$ cat src/rtl/apb_master.sv
// Single-master APB bridge: turns host read/write requests into APB SETUP/ACCESS transfers.
// Optional macro APB_TIMEOUT_EN adds an ACCESS wait-state limit and the timeout_err output.
module apb_master #(
  parameter int ADDR_WIDTH = 32,
  parameter int DATA_WIDTH = 32
`ifdef APB_TIMEOUT_EN
  ,
  parameter int TIMEOUT_CYCLES = 16
`endif
) (
  input  logic                  PCLK,
  input  logic                  PRESETn,
  input  logic                  transfer,
  input  logic                  READ_WRITE_DATA,
  input  logic [ADDR_WIDTH-1:0] ahb_write_add,
  input  logic [DATA_WIDTH-1:0] ahb_write_data,
  input  logic [ADDR_WIDTH-1:0] ahb_read_add,
  output logic [DATA_WIDTH-1:0] ahb_read_data_out,
  output logic [ADDR_WIDTH-1:0] PADDR,
  output logic                  PWRITE,
  output logic [DATA_WIDTH-1:0] PWDATA,
  input  logic [DATA_WIDTH-1:0] PRDATA,
  output logic                  PSEL,
  output logic                  PENABLE,
  input  logic                  PREADY
`ifdef APB_TIMEOUT_EN
  ,
  output logic                  timeout_err
`endif
);

  typedef enum logic [1:0] {
    IDLE   = 2'd0,
    SETUP  = 2'd1,
    ACCESS = 2'd2
  } state_t;

  state_t                  state_r, state_s;
  logic                    latch_s, rd_cap_s;
  logic                    psel_r, penable_r, pwrite_r;
  logic [ADDR_WIDTH-1:0]   paddr_r;
  logic [DATA_WIDTH-1:0]   pwdata_r, rdata_r;

`ifdef APB_TIMEOUT_EN
  localparam int CNT_W = $clog2(TIMEOUT_CYCLES + 1);
  logic [CNT_W-1:0]        wait_cnt_r;
  logic                    tmo_s, timeout_err_r;
`endif

  // Next-state decode; latch_s marks every edge that enters SETUP with fresh request fields.
  always_comb begin
    state_s  = state_r;
    latch_s  = 1'b0;
    rd_cap_s = 1'b0;
`ifdef APB_TIMEOUT_EN
    tmo_s    = 1'b0;
`endif
    case (state_r)
      IDLE: begin
        if (transfer) begin
          state_s = SETUP;
          latch_s = 1'b1;
        end else begin
          state_s = IDLE;
        end
      end
      SETUP: state_s = ACCESS;
      ACCESS: begin
        if (PREADY) begin
          rd_cap_s = ~pwrite_r;
          if (transfer) begin
            state_s = SETUP;
            latch_s = 1'b1;
          end else begin
            state_s = IDLE;
          end
        end
`ifdef APB_TIMEOUT_EN
        else if (wait_cnt_r == CNT_W'(TIMEOUT_CYCLES - 1)) begin
          state_s = IDLE;
          tmo_s   = 1'b1;
        end
`endif
        else begin
          state_s = ACCESS;
        end
      end
      default: state_s = IDLE;
    endcase
  end

  // State register; PSEL/PENABLE are registered from the next state so they align with it.
  always_ff @(posedge PCLK or negedge PRESETn) begin
    if (!PRESETn) begin
      state_r   <= IDLE;
      psel_r    <= 1'b0;
      penable_r <= 1'b0;
    end else begin
      state_r   <= state_s;
      psel_r    <= (state_s != IDLE);
      penable_r <= (state_s == ACCESS);
    end
  end

  // Request fields latched on SETUP entry; PWDATA keeps its old value across reads.
  always_ff @(posedge PCLK or negedge PRESETn) begin
    if (!PRESETn) begin
      pwrite_r <= 1'b0;
      paddr_r  <= {ADDR_WIDTH{1'b0}};
      pwdata_r <= {DATA_WIDTH{1'b0}};
      rdata_r  <= {DATA_WIDTH{1'b0}};
    end else begin
      if (latch_s) begin
        pwrite_r <= READ_WRITE_DATA;
        paddr_r  <= READ_WRITE_DATA ? ahb_write_add : ahb_read_add;
        if (READ_WRITE_DATA) begin
          pwdata_r <= ahb_write_data;
        end
      end
      if (rd_cap_s) begin
        rdata_r <= PRDATA;
      end
    end
  end

`ifdef APB_TIMEOUT_EN
  // Consecutive wait-state counter; restarts on every SETUP entry and after an abort.
  always_ff @(posedge PCLK or negedge PRESETn) begin
    if (!PRESETn) begin
      wait_cnt_r    <= {CNT_W{1'b0}};
      timeout_err_r <= 1'b0;
    end else begin
      timeout_err_r <= tmo_s;
      if (latch_s || tmo_s) begin
        wait_cnt_r <= {CNT_W{1'b0}};
      end else if ((state_r == ACCESS) && !PREADY) begin
        wait_cnt_r <= wait_cnt_r + CNT_W'(1);
      end
    end
  end

  assign timeout_err = timeout_err_r;
`endif

  assign PSEL              = psel_r;
  assign PENABLE           = penable_r;
  assign PWRITE            = pwrite_r;
  assign PADDR             = paddr_r;
  assign PWDATA            = pwdata_r;
  assign ahb_read_data_out = rdata_r;

endmodule

$ cat config.mk
export PLATFORM = sky130hd
export DESIGN_NAME = apb_master
export DESIGN_NICKNAME = d
export VERILOG_FILES = /design/src/rtl/apb_master.sv
export SDC_FILE = /design/constraint.sdc
export NUM_CORES = 1
export LEC_CHECK = 0
export ABC_AREA = 1
export CAP_MARGIN = 20
export CELL_PAD_IN_SITES_DETAIL_PLACEMENT = 0
export CELL_PAD_IN_SITES_GLOBAL_PLACEMENT = 1
export CORE_UTILIZATION = 25
export CTS_BUF_LIST = sky130_fd_sc_hd__clkbuf_4 sky130_fd_sc_hd__clkbuf_8 sky130_fd_sc_hd__clkbuf_16
export DETAILED_ROUTE_END_ITERATION = 12
export PLACE_DENSITY = 0.8
export RECOVER_POWER = 25
export SYNTH_ARGS = -nofsm -noshare
export SYNTH_HDL_FRONTEND = slang
export SYNTH_SLANG_ARGS = --single-unit
$ cat constraint.sdc
create_clock -name PCLK -period 1.27 [get_ports PCLK]
set_input_delay 0.254 -clock PCLK [delete_from_list [all_inputs] [get_ports PCLK]]
set_output_delay 0.254 -clock PCLK [all_outputs]
set_load 0.1 [all_outputs]
* Word-level counts from Yosys, hierarchy flattened
Cells that the tools add are included.
** Word-level totals
- Register bits after elaboration :: 101
- Input bits :: 133
** Cells by class
- Mux-type cells :: 9
- Eq/ne operators :: 3
- Reduce and logical (&&, ||, !) cells :: 3
- Bitwise logic cells :: 1
** Operators by type and width (count)
- $mux W32 :: 1
- $pmux W2 S3 :: 1
- $mux W1 :: 5
- $eq A2 B2 Y1 const B :: 2
- $eq A2 B1 Y1 const B :: 1
- $logic_not A2 Y1 :: 1
- $mux W2 :: 1
- $pmux W1 S2 :: 1
- $reduce_and A2 Y1 :: 1
- $reduce_bool A2 Y1 :: 1
- $not A1 Y1 :: 1

* Depth between registers and ports, before layout
- Depth in word-level cells :: 4
- Gate-level depth with buffers :: 7
- Depth with buffers taken out :: 6

* Least setup slack after synthesis
Ideal clock, no wire load.
- Kind :: register to register
- Start point :: register pwrite_r (netlist: PWRITE)
- End point :: register rdata_r[10] (netlist: ahb_read_data_out[10])
- Slack :: -0.429 ns
- Stages on the path, launching flop included :: 6
- Period minus slack after synthesis :: 1.699 ns
- Buffers on the path :: 1
- Data arrival time :: 1.633 ns
- Library setup time :: 0.067 ns
- Required time :: 1.203 ns
- Cell sequence :: dfrtp_1 nor2_1 nand2_1 buf_2 nand2_1 nand2_1
** Between the ends
- Longest elaborated chain between the ends :: 3
** RTL lines
- start, declared :: RTL line 40 : logic psel_r, penable_r, pwrite_r;
- start signal, assigned :: RTL line 108 : pwrite_r <= 1'b0;
- start signal, assigned :: RTL line 114 : pwrite_r <= READ_WRITE_DATA;
- $not A1 Y1 :: RTL line 70 : rd_cap_s = ~pwrite_r;
- $mux W1 :: RTL line 69 : if (PREADY) begin
- $mux W1 :: RTL line 58 : case (state_r)
- end signal, assigned :: RTL line 111 : rdata_r <= {DATA_WIDTH{1'b0}};
- end, declared :: RTL line 42 : logic [DATA_WIDTH-1:0] pwdata_r, rdata_r;
No other way between the ends.
A chain may end at the register's enable or synchronous reset.

* Worst setup path in the final report
- Start point :: register pwrite_r (netlist: PWRITE)
- End point :: register rdata_r[0] (netlist: ahb_read_data_out[0])
The elaborated chain is that of the path after synthesis.

==> flow_metrics.py <==
metrics = {
    "clock_tree": {
        "clkLatencyLatePin_ns": 0.34,
        "clockRootBuffer": "clkbuf_16",
        "clock-sinks": 101,
        "htreeDepth": 3,
        "cts.clk_slew.worst_paths_ns": 0.07,
        "cts_tree": "built",
        "cts_buffers": 9,
        "cts.path.max_buffers": 2,
    },
    "pwr": {
        "intPower_mw": 10.83,
        "powerDensity_nw_per_um2": 2631,
        "seqPwrFrac_pct": 24.0,
        "leakage_nw": 4.200,
        "ir_worst_vdd_mv": 2.185,
        "comb_power_share_pct": 64.2,
        "clockPowerShare_pct": 11.8,
        "switchingPower_mw": 11.74,
        "switching_share_pct": 52.01,
    },
    "global_routing": {
        "grt_pass1_wl_um": 21520,
        "antenna_found_initial": 0,
        "grt-ovfl-total": 0,
        "grt_max_degree": 74,
        "grt_pass1_vias": 4119,
        "grt_use_total_pct": 15.34,
    },
    "routing": {
        "drt_iter0_markers": 203,
        "via_per_inst": 4.252,
        "firstDrtPassIters": 5,
        "drc_errors": 0,
        "wl_um": 14270,
        "final_antenna_net_count": 0,
        "wl_per_cell_um": 14.16,
        "vias": 4286,
    },
    "job": {
        "max_cap_viol_count": 0,
    },
    "sta": {
        "fmaxAchievable_ghz": 0.7751,
        "finalMaxSlewViolations": 0,
        "fin_crit_ns": 1.290,
        "setup_ws_ns": -0.02014,
        "finalCritPeriodShare_pct": 101.6,
        "finalHoldViolations": 0,
        "max_slew_margin_pct": 53.26,
        "finalSetupViolCount": 22,
        "rsz0062_at_grt": "yes",
        "tns_ns": -0.1648,
        "worst_pin_slew_ns": 0.7011,
        "skew_ns": 0.007488,
    },
    "place": {
        "pre_cts_ws_ns": -0.2877,
        "place_congestion": 0.7514,
        "dp_cells": 980,
        "place_area_um2": 8084,
        "io_buffers": 231,
        "hpwlAfterDp_um": 10000,
    },
    "setup_path": {
        "crit_fanout": 16,
        "required_ns": 1.50,
        "rrSetupSlack_ns": -0.02,
        "worst_setup_path_start_kind": "register",
        "ff2ff_path_depth": 6,
        "path_class": "reg2reg",
        "crit_path_end_kind": "register",
        "cp.arrival_ns": 1.52,
    },
    "status": {
        "outcome": "finished with violations",
        "violations": "negative setup slack",
    },
    "die": {
        "die-width_um": 134.4,
        "fp-row-count": 48,
        "fp.dieH_um": 134.4,
        "io_pins": 232,
        "dieArea_um2": 18060,
        "start_util_pct": 25.43,
        "coreArea_um2": 17240,
    },
    "synth": {
        "synth_cell_types": 15,
        "yosysWarnings": 0,
        "synth_top_area_share_pct": 57.66,
        "synthCells": 537,
        "synth_compound_area_share_pct": 4.054,
        "synthAdderAreaFrac_pct": 0,
        "yosysTopAreaCell": "dfrtp_1",
        "synth_fp_nets": 670,
        "postSynthAreaPerCell_um2": 8.162,
        "synth_edf_count": 0,
        "synth-xor-area-share_pct": 0,
        "synthMuxAreaShare_pct": 0,
        "seq_area_frac_synth_pct": 57.66,
        "ys.flop_type": "dfrtp_1",
        "synth_area_leaders": "dfrtp_1, nand2_1, nand4_1",
        "async_reset_ff_share_pct": 100.0,
        "netlist_area_um2": 4383,
        "synthSimpleGateAreaFrac_pct": 31.32,
        "synthTopCellsByCount": "nand2_1, dfrtp_1, inv_1, nand3_1, o21ai_0",
        "synth_most_common_cell": "nand2_1",
        "synth-seq-cells": 101,
        "synth_top_family_by_area": "simple AND/OR/NAND/NOR gates",
    },
    "worst_hold_path": {
        "min_delay_path_depth": 5,
        "holdCritPathClass": "in2reg",
    },
    "cells_and_area": {
        "drive_gt1_share_pct": 21.46,
        "final_cells": 1008,
        "fin_area_um2": 8581,
        "area_delta_synth_final_pct": 95.78,
        "finalNetCount": 911,
        "diodes": 0,
    },
}
==> final cells by class <==
cell class	count	area, µm²
clock buffers	13	267.8
clock inverters	3	18.77
fillers	1567	8656
inverters	36	137.6
multi-input cells	365	1605
flip-flops and latches	101	2532
well taps	225	281.5
repair buffers	265	3737
==> what timing repair did <==
action / CTS / global route
gates cloned: 0 / 5
endpoints found under the setup margin: 29 / 80
pin swaps: 0 / 6
endpoints found under the hold margin: 101 / 0
hold buffers: 1 / 0
resized for setup: 1 / 16
buffers inserted: 1 / 5
==> path summary, 6_finish.rpt <==
path	startpoint	endpoint
setup / recovery	PWRITE$_DFFE_PN0P_	ahb_read_data_out[0]$_DFFE_PN0P_
hold / removal	READ_WRITE_DATA	PADDR[18]$_DFFE_PN0P_
setup reg to reg	PWRITE$_DFFE_PN0P_	ahb_read_data_out[0]$_DFFE_PN0P_
hold reg to reg	ahb_read_data_out[12]$_DFFE_PN0P_	ahb_read_data_out[12]$_DFFE_PN0P_
max in group asynchronous	PRESETn	PWRITE$_DFFE_PN0P_
min in group asynchronous	PRESETn	PWDATA[28]$_DFFE_PN0P_
==> sequential cells by signal, summed over array words and instances (netlist names) <==
register and cells:
ahb_read_data_out 32, PENABLE 1, PADDR 32, PWRITE 1, PWDATA 32, state_r 2
PSEL 1
==> per-layer routing <==
| layer | vias to the layer above | routed length [µm] | global-route usage, % |
|---|---|---|---|
| met1 | 1959 | 6048 | 19.36 |
| met5 | - | 0 | 0 |
| met4 | 0 | 184 | 4.432 |
| li1 | 2167 | - | - |
| met3 | 11 | 1085 | 5.329 |
| met2 | 149 | 6952 | 24.73 |
==> cells by family (layout without fill, tap and decap cells) <==
| logic type | count (synthesis) | in the layout |
|---|---|---|
| AND/OR/NAND/NOR | 330 | 330 |
| AO/OA/AOI/OAI | 35 | 35 |
| buffers and inverters | 71 | 317 |
| flip-flops | 101 | 101 |
==> through the flow <==
step	utilization (%)	hold WS (ns)	total power, mW
2_1_floorplan	-	-0.04159	13.64
3_3_place_gp	46.90	0.3058	19.70
3_5_place_dp	46.90	0.3060	19.79
4_1_cts	48.67	0.4267	22.53
5_1_grt	49.78	0.4605	23.41
6_report	49.78	0.4461	22.57
==> power groups by stage <==
| stage | logic (mW) | registers, mW | clock network, mW |
|---|---|---|---|
| 2_1_floorplan | 1.23 | 12.4 | 0 |
| 3_3_place_gp | 14.3 | 5.43 | 0 |
| 3_5_place_dp | 14.3 | 5.47 | 0 |
| 4_1_cts | 14.3 | 5.42 | 2.77 |
| 5_1_grt | 15.0 | 5.56 | 2.89 |
| 6_report | 14.5 | 5.43 | 2.65 |
==> critical path, stage by stage (launching register included) <==
cell	delay, ns
dfrtp_4	0.50
buf_6	0.13
nor2_4	0.13
nand2_4	0.10
clkbuf_16	0.20
nand2_1	0.06
nand2_1	0.06
==> placed cells by master (no fill, tap or decap), drive strengths merged <==
cell type,instances
buf,128
clkbuf,19
clkdlybuf4s50,130
clkinv,2
dfrtp,101
dlygate4sd3,1
inv,37
nand2,262
nand3,33
nand4,32
nor2,3
o211ai,1
o21ai,34
No activity file was read; power rests on OpenSTA's default activity.
